<file path="src/rtl/serial_adder_ctrl.sv">
// Bit-serial add/subtract sequencer. The operands pass LSB-first through one
// shared full adder. The carry is held in a flop between bits, and the result
// is assembled in a right-shifting register. Results appear WIDTH cycles after
// the accepting edge and stay on the outputs until the next operation finishes.

module full_adder (
    input  logic i_a,
    input  logic i_b,
    input  logic i_c,
    output logic o_s,
    output logic o_c
);
    assign o_s = i_a ^ i_b ^ i_c;
    assign o_c = (i_a & i_b) | (i_a & i_c) | (i_b & i_c);
endmodule

module serial_adder_ctrl #(
    parameter int WIDTH = 8
) (
    input  logic             i_clk,
    input  logic             i_rst_n,
    input  logic             i_start,
    input  logic             i_sub,
    input  logic [WIDTH-1:0] i_a,
    input  logic [WIDTH-1:0] i_b,
    output logic             o_ready,
    output logic             o_busy,
    output logic             o_done,
    output logic [WIDTH-1:0] o_sum,
    output logic             o_carry,
    output logic             o_overflow
);
    localparam int CW = (WIDTH > 1) ? $clog2(WIDTH) : 1;
    localparam logic [CW-1:0] CNT_LAST = CW'(WIDTH - 1);

    typedef enum logic [1:0] {
        ST_IDLE = 2'd0,
        ST_RUN  = 2'd1,
        ST_DONE = 2'd2
    } state_e;

    state_e           state_q, state_d;
    logic [CW-1:0]    cnt_q, cnt_d;
    logic             carry_q, carry_d;
    logic [WIDTH-1:0] sa_q, sa_d;
    logic [WIDTH-1:0] sb_q, sb_d;
    logic [WIDTH-1:0] res_q, res_d;
    logic [WIDTH-1:0] sum_q, sum_d;
    logic             cout_q, cout_d;
    logic             ovf_q, ovf_d;
    logic             ready_q, ready_d;
    logic             busy_q, busy_d;
    logic             done_q, done_d;

    logic             fa_s;
    logic             fa_co;
    logic [WIDTH:0]   res_ext_s;

    // The only adder in the block: current LSBs plus the stored carry.
    full_adder u_fa (
        .i_a (sa_q[0]),
        .i_b (sb_q[0]),
        .i_c (carry_q),
        .o_s (fa_s),
        .o_c (fa_co)
    );

    // The new sum bit enters at the MSB. The extra bit keeps the slice legal when WIDTH=1.
    assign res_ext_s = {fa_s, res_q};

    // Next-state and datapath logic for the IDLE/RUN/DONE sequence.
    always_comb begin
        state_d = state_q;
        cnt_d   = cnt_q;
        carry_d = carry_q;
        sa_d    = sa_q;
        sb_d    = sb_q;
        res_d   = res_q;
        sum_d   = sum_q;
        cout_d  = cout_q;
        ovf_d   = ovf_q;
        case (state_q)
            ST_IDLE: begin
                if (i_start) begin
                    // Subtraction is A + ~B + 1: invert B and seed the carry with 1.
                    sa_d    = i_a;
                    sb_d    = i_sub ? ~i_b : i_b;
                    carry_d = i_sub;
                    cnt_d   = '0;
                    state_d = ST_RUN;
                end else begin
                    state_d = ST_IDLE;
                end
            end
            ST_RUN: begin
                sa_d    = sa_q >> 1;
                sb_d    = sb_q >> 1;
                res_d   = res_ext_s[WIDTH:1];
                carry_d = fa_co;
                cnt_d   = cnt_q + 1'b1;
                if (cnt_q == CNT_LAST) begin
                    // carry_q is the carry into the MSB and fa_co is the carry out of it.
                    sum_d   = res_ext_s[WIDTH:1];
                    cout_d  = fa_co;
                    ovf_d   = carry_q ^ fa_co;
                    state_d = ST_DONE;
                end else begin
                    state_d = ST_RUN;
                end
            end
            ST_DONE: begin
                state_d = ST_IDLE;
            end
            default: begin
                state_d = ST_IDLE;
            end
        endcase
        ready_d = (state_d == ST_IDLE);
        busy_d  = (state_d == ST_RUN);
        done_d  = (state_d == ST_DONE);
    end

    // All state and registered outputs. Reset aborts any operation in progress.
    always_ff @(posedge i_clk or negedge i_rst_n) begin
        if (!i_rst_n) begin
            state_q <= ST_IDLE;
            cnt_q   <= '0;
            carry_q <= 1'b0;
            sa_q    <= '0;
            sb_q    <= '0;
            res_q   <= '0;
            sum_q   <= '0;
            cout_q  <= 1'b0;
            ovf_q   <= 1'b0;
            ready_q <= 1'b1;
            busy_q  <= 1'b0;
            done_q  <= 1'b0;
        end else begin
            state_q <= state_d;
            cnt_q   <= cnt_d;
            carry_q <= carry_d;
            sa_q    <= sa_d;
            sb_q    <= sb_d;
            res_q   <= res_d;
            sum_q   <= sum_d;
            cout_q  <= cout_d;
            ovf_q   <= ovf_d;
            ready_q <= ready_d;
            busy_q  <= busy_d;
            done_q  <= done_d;
        end
    end

    assign o_ready    = ready_q;
    assign o_busy     = busy_q;
    assign o_done     = done_q;
    assign o_sum      = sum_q;
    assign o_carry    = cout_q;
    assign o_overflow = ovf_q;
endmodule

</file>
<file path="config.mk">
export PLATFORM = sky130hd
export DESIGN_NAME = serial_adder_ctrl
export DESIGN_NICKNAME = d
export VERILOG_FILES = /design/src/rtl/serial_adder_ctrl.sv
export SDC_FILE = /design/constraint.sdc
export NUM_CORES = 1
export LEC_CHECK = 0
export CAP_MARGIN = 5
export CELL_PAD_IN_SITES_DETAIL_PLACEMENT = 0
export CELL_PAD_IN_SITES_GLOBAL_PLACEMENT = 1
export CORE_MARGIN = 2
export CORE_UTILIZATION = 43
export DETAILED_ROUTE_END_ITERATION = 8
export PLACE_DENSITY_LB_ADDON = 0.1
export SLEW_MARGIN = 10
export SYNTH_ARGS = -nofsm -noshare
export SYNTH_HDL_FRONTEND = slang
export SYNTH_HIERARCHICAL = 1
export SYNTH_SLANG_ARGS = --single-unit
</file>
<file path="constraint.sdc">
create_clock -name i_clk -period 2.6 [get_ports i_clk]
set_clock_uncertainty 0.2 [all_clocks]
set_input_delay 0.52 -clock i_clk [delete_from_list [all_inputs] [get_ports i_clk]]
set_output_delay 0.52 -clock i_clk [all_outputs]
set_load 0.005 [all_outputs]
</file>
==> impl_metrics.ini <==
[worst_setup_path]
crit_type = register to output pin
startpoint_type = register
crit_arrival_ns = 1.29
path_depth = 1
cpLargestDelayFamily = flip-flops
rr_worst_depth = 4
crit_fanout = 1
critPathSlowestCell = dfstp_2
critical_path_buf_inv_count = 1
slowest_delay_ns = 0.52
endpoint_kind = output pin
crit_required_ns = 1.88
crit_path_cell_trace = clkdlybuf4s50_1

[sta]
period_minus_slack_ns = 2.014
worstMarginPinSlew_ns = 0.8981
setup_violations = 0
slew_violations = 0
rsz0062_at_grt = false
finalHoldViolCount = 0
fin_setup_tns_ns = 0
max_freq_mhz = 496.6
fin_crit_sh_pct = 77.44
hold_ws_ns = 0.1526
max-slew-margin-rel_pct = 40.12

[grt]
grt_pass1_wl_um = 5589
grt_pass1_vias = 1191
grtUsageTotal_pct = 16.43
antenna_found_initial = 0
overflow = 0
grt_max_degree = 43

[place]
place_area_mm2 = 0.002111
io_buffers = 32
dp_hpwl_um = 2224
place_congestion = 0.7283

[die]
dieArea_mm2 = 0.004674
ios = 33
core_area_mm2 = 0.004000
row_count = 23
chipWidth_um = 68.37
initial_utilization_pct = 44.54
fp.dieH_um = 68.37

[yosys]
syn_avg_cell_area_um2 = 11.28
async_reset_ff_share_pct = 100.0
dominantRegCellSynth = dfrtp_1
synth_area_leaders = dfrtp_1 58%, nand2_1 7.4%, mux2_2 5.7%, xnor2_1 4.4%, a221o_1 3.9%
synthesis.nets = 181
synth_cell_types = 24
synth_area_mm2 = 0.001782
synth_area_leader_cell = dfrtp_1
seq_area_frac_synth_pct = 59.06
synth_warnings = 6
ys_ff_latch = 42
syn_inst = 158
synth_edf_count = 0
synth_top_area_share_pct = 57.58

[job]
drv_cap = 0

[layout]
final_common_cell = dfrtp_1
area_growth_pct = 26.47
diodes = 0
stdcell_area_mm2 = 0.002253
layout_common_cells = 41 x dfrtp_1, 35 x nand2_1, 31 x clkdlybuf4s50_1
fin_nets = 211
drive_above_1_share_pct = 12.70

[route]
drt_iter0_markers = 76
first_pass_iters = 4
postRouteAntennaNets = 0
viasPerCell = 5.105
route.detailed.drc = 0
wl_um = 3172
vias = 1220
avgRoutedWirePerCell_um = 13.27

[cts]
worst_skew_pair.late_latency_ns = 0.29
post_cts_resized = 0
root_buffer = clkbuf_8
cts_made_buffers = 5
cts_buffer_depth = 2
clock_sinks = 42
cts_max_level = 2
path_clk_slew_ns = 0.08
tritoncts = done
post_cts_buffers = 0
cts_hold_buffers = 0

[power]
cellPowerDensity_mw_per_mm2 = 1134
total_power_mw = 2.556
ir_drop_uv = 429.7
power_leakage_nw = 1.027

[status]
outcome = finished, final reports clean

[min_path]
holdCritPathClass = input port to asynchronous set/reset pin
synthesized netlist by cell type, types with 2 or more instances:
cell / n
a221o_1: 7
a22oi_1: 8
buf_2: 6
buf_6: 2
clkbuf_1: 2
dfrtp_1: 41
ha_1: 2
inv_1: 3
mux2_2: 9
nand2_1: 35
nand3_1: 4
nor2_1: 5
nor2_2: 2
nor2b_1: 2
o21ai_0: 13
xnor2_1: 9
per-layer routing:
metal	part of all wire (%)	track usage, %
met2	49	27.18
met5	0	0
met4	1.6	6.000
met1	45	20.19
met3	4.4	5.099
through the flow:
stage / instances / setup WS [ns] / util, %
2_1_floorplan: 158 / 0.8304 / -
3_3_place_gp: 231 / 0.4210 / 52.77
3_5_place_dp: 231 / 0.3747 / 52.77
4_1_cts: 239 / 0.5761 / 56.33
5_1_grt: 239 / 0.5179 / 56.33
6_report: 239 / 0.5865 / 56.33
cell type report:
cell class	count	area [um2]
Fill cell	326	1747
Sequential cell	42	1052
Multi-Input combinational cell	102	654.4
Timing Repair Buffer	34	330.3
Clock buffer	6	82.58
Tap cell	50	62.56
Clock inverter	2	60.06
Inverter	3	11.26
flip-flops by register name, indices dropped and copies added (netlist names), 2 cells and up:
name / cells
cnt_q: 3
o_sum: 8
state_q: 2
sb_q: 8
sa_q: 8
res_q: 7
kinds of logic after synthesis:
logic type / count (synthesis) / share of synthesized area [%]
fa+ha+maj: 3 / 2.528
xor+xnor: 9 / 4.424
flops: 42 / 59.06
mux: 9 / 5.688
buf+inv: 14 / 4.213
simple gates: 51 / 12.22
compound gates: 30 / 11.87
final timing paths:
check / startpoint / end / slack, ns
setup / recovery: o_ready$_DFF_PN1_ / o_ready / 0.59
hold / removal: i_rst_n / o_sum[0]$_DFFE_PN0P_ / 0.15
setup reg to reg: cnt_q[0]$_DFFE_PN0P_ / o_sum[1]$_DFFE_PN0P_ / 0.64
hold reg to reg: res_q[1]$_DFFE_PN0P_ / res_q[1]$_DFFE_PN0P_ / 0.28
max in group asynchronous: i_rst_n / sb_q[4]$_DFFE_PN0P_ / 1.48
min in group i_clk: res_q[1]$_DFFE_PN0P_ / res_q[1]$_DFFE_PN0P_ / 0.28
power breakdown:
group	internal, mW	switching (mW)	total [mW]
sequential	0.930	0.183	1.11
clock	0.409	0.212	0.622
combinational	0.446	0.375	0.821
total	1.79	0.770	2.56
Power figures use the tool's default switching activity.
